## config.mk

```make
export PLATFORM = sky130hd
export DESIGN_NAME = cpu_mem_arbiter
export DESIGN_NICKNAME = d
export VERILOG_FILES = /design/src/rtl/cpu_mem_pkg.sv /design/src/rtl/cpu_mem_arbiter.sv
export SDC_FILE = /design/constraint.sdc
export NUM_CORES = 1
export LEC_CHECK = 0
export ABC_AREA = 0
export CELL_PAD_IN_SITES_DETAIL_PLACEMENT = 1
export CELL_PAD_IN_SITES_GLOBAL_PLACEMENT = 2
export CORE_ASPECT_RATIO = 1.75
export CORE_UTILIZATION = 25
export DETAILED_ROUTE_END_ITERATION = 8
export PLACE_DENSITY = 0.89
export SYNTH_ARGS = -nofsm -noshare
export SYNTH_HDL_FRONTEND = slang
export SYNTH_SLANG_ARGS = --single-unit
```

## constraint.sdc

```tcl
create_clock -name clk -period 2.8 [get_ports clk]
set_input_delay 0.42 -clock clk [delete_from_list [all_inputs] [get_ports clk]]
set_output_delay 0.42 -clock clk [all_outputs]
set_load 0.05 [all_outputs]
```

## src/rtl/cpu_mem_pkg.sv

```systemverilog
`default_nettype none
// ============================================================================
// Module   : cpu_mem_pkg
// Brief    : Shared encodings for the CPU instruction/data memory arbiter.
// Revision : 1.0
// ============================================================================
package cpu_mem_pkg;

  typedef enum logic [1:0] {
    ST_IDLE = 2'd0,
    ST_REQ  = 2'd1,
    ST_WAIT = 2'd2,
    ST_DONE = 2'd3
  } state_t;

  typedef enum logic {
    OWN_INST = 1'b0,
    OWN_DATA = 1'b1
  } owner_t;

  // Wide enough for the largest legal starvation limit (15).
  localparam int c_STREAK_W = 4;

  function automatic logic [c_STREAK_W-1:0] streak_inc(
    input logic [c_STREAK_W-1:0] cur,
    input logic [c_STREAK_W-1:0] limit
  );
    return (cur == limit) ? cur : cur + {{(c_STREAK_W-1){1'b0}}, 1'b1};
  endfunction

endpackage
`default_nettype wire

```

## src/rtl/cpu_mem_arbiter.sv

```systemverilog
`default_nettype none
// ============================================================================
// Module   : cpu_mem_arbiter
// Brief    : Data-priority arbiter sharing one split-handshake memory port
//            between instruction fetch and data access, with fetch
//            starvation guard and fetch cancel on flush.
// Revision : 1.0
// ============================================================================
module cpu_mem_arbiter
  import cpu_mem_pkg::*;
#(
  parameter int STARVE_LIMIT = 4,
  parameter int AW           = 32,
  parameter int DW           = 32
) (
  input  logic          clk,
  input  logic          rst,
  input  logic          i_inst_req,
  input  logic [AW-1:0] i_inst_addr,
  input  logic          i_inst_cancel,
  output logic          o_inst_ack,
  output logic [DW-1:0] o_inst_rdata,
  input  logic          i_data_req,
  input  logic          i_data_wr,
  input  logic [3:0]    i_data_wen,
  input  logic [AW-1:0] i_data_addr,
  input  logic [DW-1:0] i_data_wdata,
  output logic          o_data_ack,
  output logic [DW-1:0] o_data_rdata,
  output logic          o_mem_req,
  output logic          o_mem_wr,
  output logic [3:0]    o_mem_wen,
  output logic [AW-1:0] o_mem_addr,
  output logic [DW-1:0] o_mem_wdata,
  input  logic          i_mem_addr_ok,
  input  logic          i_mem_data_ok,
  input  logic [DW-1:0] i_mem_rdata
);

  localparam logic [c_STREAK_W-1:0] c_LIMIT = c_STREAK_W'(STARVE_LIMIT);

  state_t                r_state;
  owner_t                r_owner;
  logic                  r_cancel;
  logic [c_STREAK_W-1:0] r_streak;
  logic                  r_mem_req;
  logic                  r_wr;
  logic [3:0]            r_wen;
  logic [AW-1:0]         r_addr;
  logic [DW-1:0]         r_wdata;
  logic                  r_inst_ack;
  logic                  r_data_ack;
  logic [DW-1:0]         r_inst_rdata;
  logic [DW-1:0]         r_data_rdata;

  logic w_grant_inst;
  logic w_grant_data;
  logic w_inst_cancel;
  logic w_cancelled;

  // Data normally wins; a saturated streak hands the port to a waiting fetch.
  assign w_grant_inst  = i_inst_req & ~i_inst_cancel & (~i_data_req | (r_streak == c_LIMIT));
  assign w_grant_data  = i_data_req & ~w_grant_inst;
  assign w_inst_cancel = i_inst_cancel & (r_owner == OWN_INST);
  assign w_cancelled   = r_cancel | w_inst_cancel;

  always_ff @(posedge clk) begin
    if (rst) begin
      r_state      <= ST_IDLE;
      r_owner      <= OWN_INST;
      r_cancel     <= 1'b0;
      r_streak     <= '0;
      r_mem_req    <= 1'b0;
      r_wr         <= 1'b0;
      r_wen        <= 4'h0;
      r_addr       <= '0;
      r_wdata      <= '0;
      r_inst_ack   <= 1'b0;
      r_data_ack   <= 1'b0;
      r_inst_rdata <= '0;
      r_data_rdata <= '0;
    end else begin
      r_inst_ack <= 1'b0;
      r_data_ack <= 1'b0;
      case (r_state)
        ST_IDLE: begin
          if (w_grant_inst || !i_inst_req) begin
            r_streak <= '0;
          end else if (w_grant_data) begin
            r_streak <= streak_inc(r_streak, c_LIMIT);
          end
          r_cancel <= 1'b0;
          if (w_grant_inst) begin
            r_owner   <= OWN_INST;
            r_addr    <= i_inst_addr;
            r_wr      <= 1'b0;
            r_wen     <= 4'h0;
            r_wdata   <= '0;
            r_mem_req <= 1'b1;
            r_state   <= ST_REQ;
          end else if (w_grant_data) begin
            r_owner   <= OWN_DATA;
            r_addr    <= i_data_addr;
            r_wr      <= i_data_wr;
            r_wen     <= i_data_wen;
            r_wdata   <= i_data_wdata;
            r_mem_req <= 1'b1;
            r_state   <= ST_REQ;
          end
        end
        ST_REQ: begin
          // Acceptance beats a same-cycle cancel: the memory already owns it.
          if (i_mem_addr_ok) begin
            r_mem_req <= 1'b0;
            r_cancel  <= w_inst_cancel;
            r_state   <= ST_WAIT;
          end else if (w_inst_cancel) begin
            r_mem_req <= 1'b0;
            r_state   <= ST_IDLE;
          end
        end
        ST_WAIT: begin
          r_cancel <= w_cancelled;
          if (i_mem_data_ok) begin
            r_state <= ST_DONE;
            if (r_owner == OWN_DATA) begin
              r_data_rdata <= i_mem_rdata;
              r_data_ack   <= 1'b1;
            end else if (!w_cancelled) begin
              r_inst_rdata <= i_mem_rdata;
              r_inst_ack   <= 1'b1;
            end
          end
        end
        ST_DONE: begin
          r_cancel <= 1'b0;
          r_state  <= ST_IDLE;
        end
        default: begin
          r_state <= ST_IDLE;
        end
      endcase
    end
  end

  assign o_mem_req    = r_mem_req;
  assign o_mem_wr     = r_wr;
  assign o_mem_wen    = r_wen;
  assign o_mem_addr   = r_addr;
  assign o_mem_wdata  = r_wdata;
  assign o_inst_ack   = r_inst_ack;
  assign o_data_ack   = r_data_ack;
  assign o_inst_rdata = r_inst_rdata;
  assign o_data_rdata = r_data_rdata;

endmodule
`default_nettype wire

```

==> flow_summary.yaml <==
synth:
  ys_seq_area_share_pct: 47.93
  synth.area.top_cells: "dfxtp_1, nand2_1, nand3_2, a21oi_1, a21oi_2"
  synth-main-ff-cell: "dfxtp_1"
  yosysMostFrequentCell: "nand2_1"
  async_flop_share_pct: 0
  synth_edf_count: 0
  ys_ff_latch: 144
  ys_top_cells_by_count: "nand2_1, dfxtp_1, a21oi_1"
  ys_types: 42
  syn_avg_cell_area_um2: 8.679
  netlist.area_leader.share_pct: 47.93
  netlist_area_mm2: 0.006015
  syn-num-nets: 835
  synth-warning-count: 0
  syn_inst: 693
  synth_area_leader_cell: "dfxtp_1"
critical_path:
  cp_top_family: "buffers and inverters"
  cp.arrival_ns: 1.62
  reg2reg_depth: 7
  crit_chain: "clkdlybuf4s50_1"
  rr_startpoint: "r_streak[0]"
  cpPeakStageDelay_ns: 0.86
  cp_slowest_cell: "clkdlybuf4s50_1"
  crit_buf_inv: 1
  critical_path_cell_count: 1
  timing.rr.end: "o_mem_wdata[19]"
  worstPathRequired_ns: 2.38
  start_kind: "flop"
  cp_max_fo: 2
  r2r_slack_ns: 0.93
  cp-end-kind: "output port"
  worstSetupPathType: "flop to output port"
timing:
  maxSlewHeadroom_pct: 61.26
  hold_violations: 0
  finalSetupViolCount: 0
  whs_ns: 0.4433
  worstMarginPinSlew_ns: 0.5793
  tns_ns: 0
  fmax_ghz: 0.4897
  fin_skew_ns: 0.009061
  post-route-min-period_ns: 2.042
  grt_setup_unrepaired: "no"
  finalCritPeriodShare_pct: 72.93
  drv_slew: 0
grt:
  grt_usage_pct: 17.30
  grt_max_degree: 82
  grt_pass1_wl_mm: 32.93
  gr-total-overflow: 0
  antenna_found_initial: 1
  grt_pass1_vias: 6112
drt:
  drt_wl_total_mm: 20.96
  vias: 5784
  detail-route-antenna-nets: 0
  drc: 0
  drt_first_iter_violations: 209
  viasPerCell: 4.576
  dr.pass1.iters: 4
  wl_per_cell_um: 16.58
floorplan:
  die_x_um: 119.3
  start_util_pct: 25.57
  dieArea_mm2: 0.02471
  ioPinCount: 276
  die_h_um: 207.2
  coreArea_mm2: 0.02352
  rows: 74
cts:
  postCtsHoldBufs: 0
  post_cts_buffers: 0
  worstSkewPairLatency_ns: 0.42
  cts_buffer_depth: 2
  cts_tree: "yes"
  cts_max_level: 4
  path_clk_slew_ns: 0.06
  root_buffer: "clkbuf_16"
  post_cts_resized: 0
  clock-sinks: 144
  numCtsBuffers: 17
placed_design:
  port_buffers: 275
  placed_area_mm2: 0.008989
  place_congestion: 0.7426
  place_hpwl_mm: 15.22
layout:
  drive_above_1_share_pct: 17.00
  nNetsFinal: 1088
  layout.cell_area.non_filler_mm2: 0.009585
  fin_util_pct: 40.76
  area_growth_syn_to_layout_pct: 59.37
power:
  power_frac_seq_pct: 38.1
  p_int_mw: 4.099
  p_comb_share_pct: 22.8
  p_sw_mw: 1.789
  vdd_drop_max_uv: 365.7
  leakagePower_nw: 3.298
  power_density_mw_per_mm2: 614.3
  swShare_pct: 30.38
  p_clk_share_pct: 39.1
worst_hold_path:
  whs_path_depth: 2
  worstHoldPathType: "input pin to flop"
  worstHoldStart: "rst"
outcome:
  outcome: "finished clean"
flow_run:
  maxCapViolCount: 0
## through the flow
step	worst slack (ns)	power, mW	std cells
after floorplan	1.223	3.097	693
after global placement	0.5068	3.623	1231
after detailed placement	0.4508	3.642	1231
after CTS	0.7125	5.993	1263
after global routing	0.6773	6.149	1264
final	0.7579	5.888	1264
## routing by layer
metal | GRT usage, % | routed length, µm
met1 | 17.11 | 7736
met4 | 10.74 | 1003
met2 | 31.92 | 11290
met5 | 0 | 0
met3 | 4.047 | 925
## sequential cells by signal (all words and copies together) (netlist names), named ones only
signal and cells:
o_data_rdata 32, o_inst_rdata 32, o_mem_addr 32, o_mem_wdata 32
o_mem_wen 4, r_streak 4, o_data_ack 1, o_inst_ack 1
o_mem_req 1, o_mem_wr 1, r_cancel 1, r_owner 1
r_state 1
## final cells by class
cell class	instances	area (µm²)
diodes	1	2.502
clock buffers	23	488.0
clock inverters	9	106.4
fillers	2755	13930
inverters	4	15.01
multi-input cells	488	2790
flip-flops and latches	144	2883
well taps	304	380.4
repair buffers	291	2920
## cell families after synthesis
logic type      Yosys count  share of synthesized area [%]
compound gates          155                          17.83
fa+ha+maj                 2                         0.4160
buf+inv                  61                          6.095
flops                   144                          47.93
mux                       1                         0.1872
simple gates            330                          27.54
## power by group through the flow
stage	clock network, mW	registers (mW)	logic, mW
floorplan	0	2.68	0.422
global placement	0	2.28	1.34
detailed placement	0	2.29	1.35
CTS	2.39	2.24	1.36
global route	2.47	2.26	1.42
finish	2.31	2.24	1.34
## cell usage in the layout, fill, tap and decap left out, types with 3 or more instances in the layout
master	Yosys	layout
a21oi_1	70	70
a21oi_2	38	38
a311oi_1	32	32
buf_12	0	4
buf_4	13	13
clkbuf_16	0	17
clkbuf_8	0	4
clkdlybuf4s50_1	0	274
clkinv_2	0	3
clkinvlp_4	0	3
dfxtp_1	144	144
inv_1	4	4
nand2_1	207	207
nand2_2	29	29
nand3_2	37	37
nor2_1	35	35
o21ai_0	5	5
## how the worst max path moves through the flow
| stage | endpoint | start |
|---|---|---|
| detailed placement | o_mem_addr[10] | i_inst_req |
| floorplan | o_inst_rdata[26] | i_inst_cancel |
| CTS | o_inst_rdata[3] | o_inst_rdata[3] |
| finish | o_inst_rdata[3] | o_inst_rdata[3] |
| global placement | o_mem_wdata[16] | i_data_req |
| global route | o_mem_req | o_mem_req |
Power figures use the tool's default switching activity.
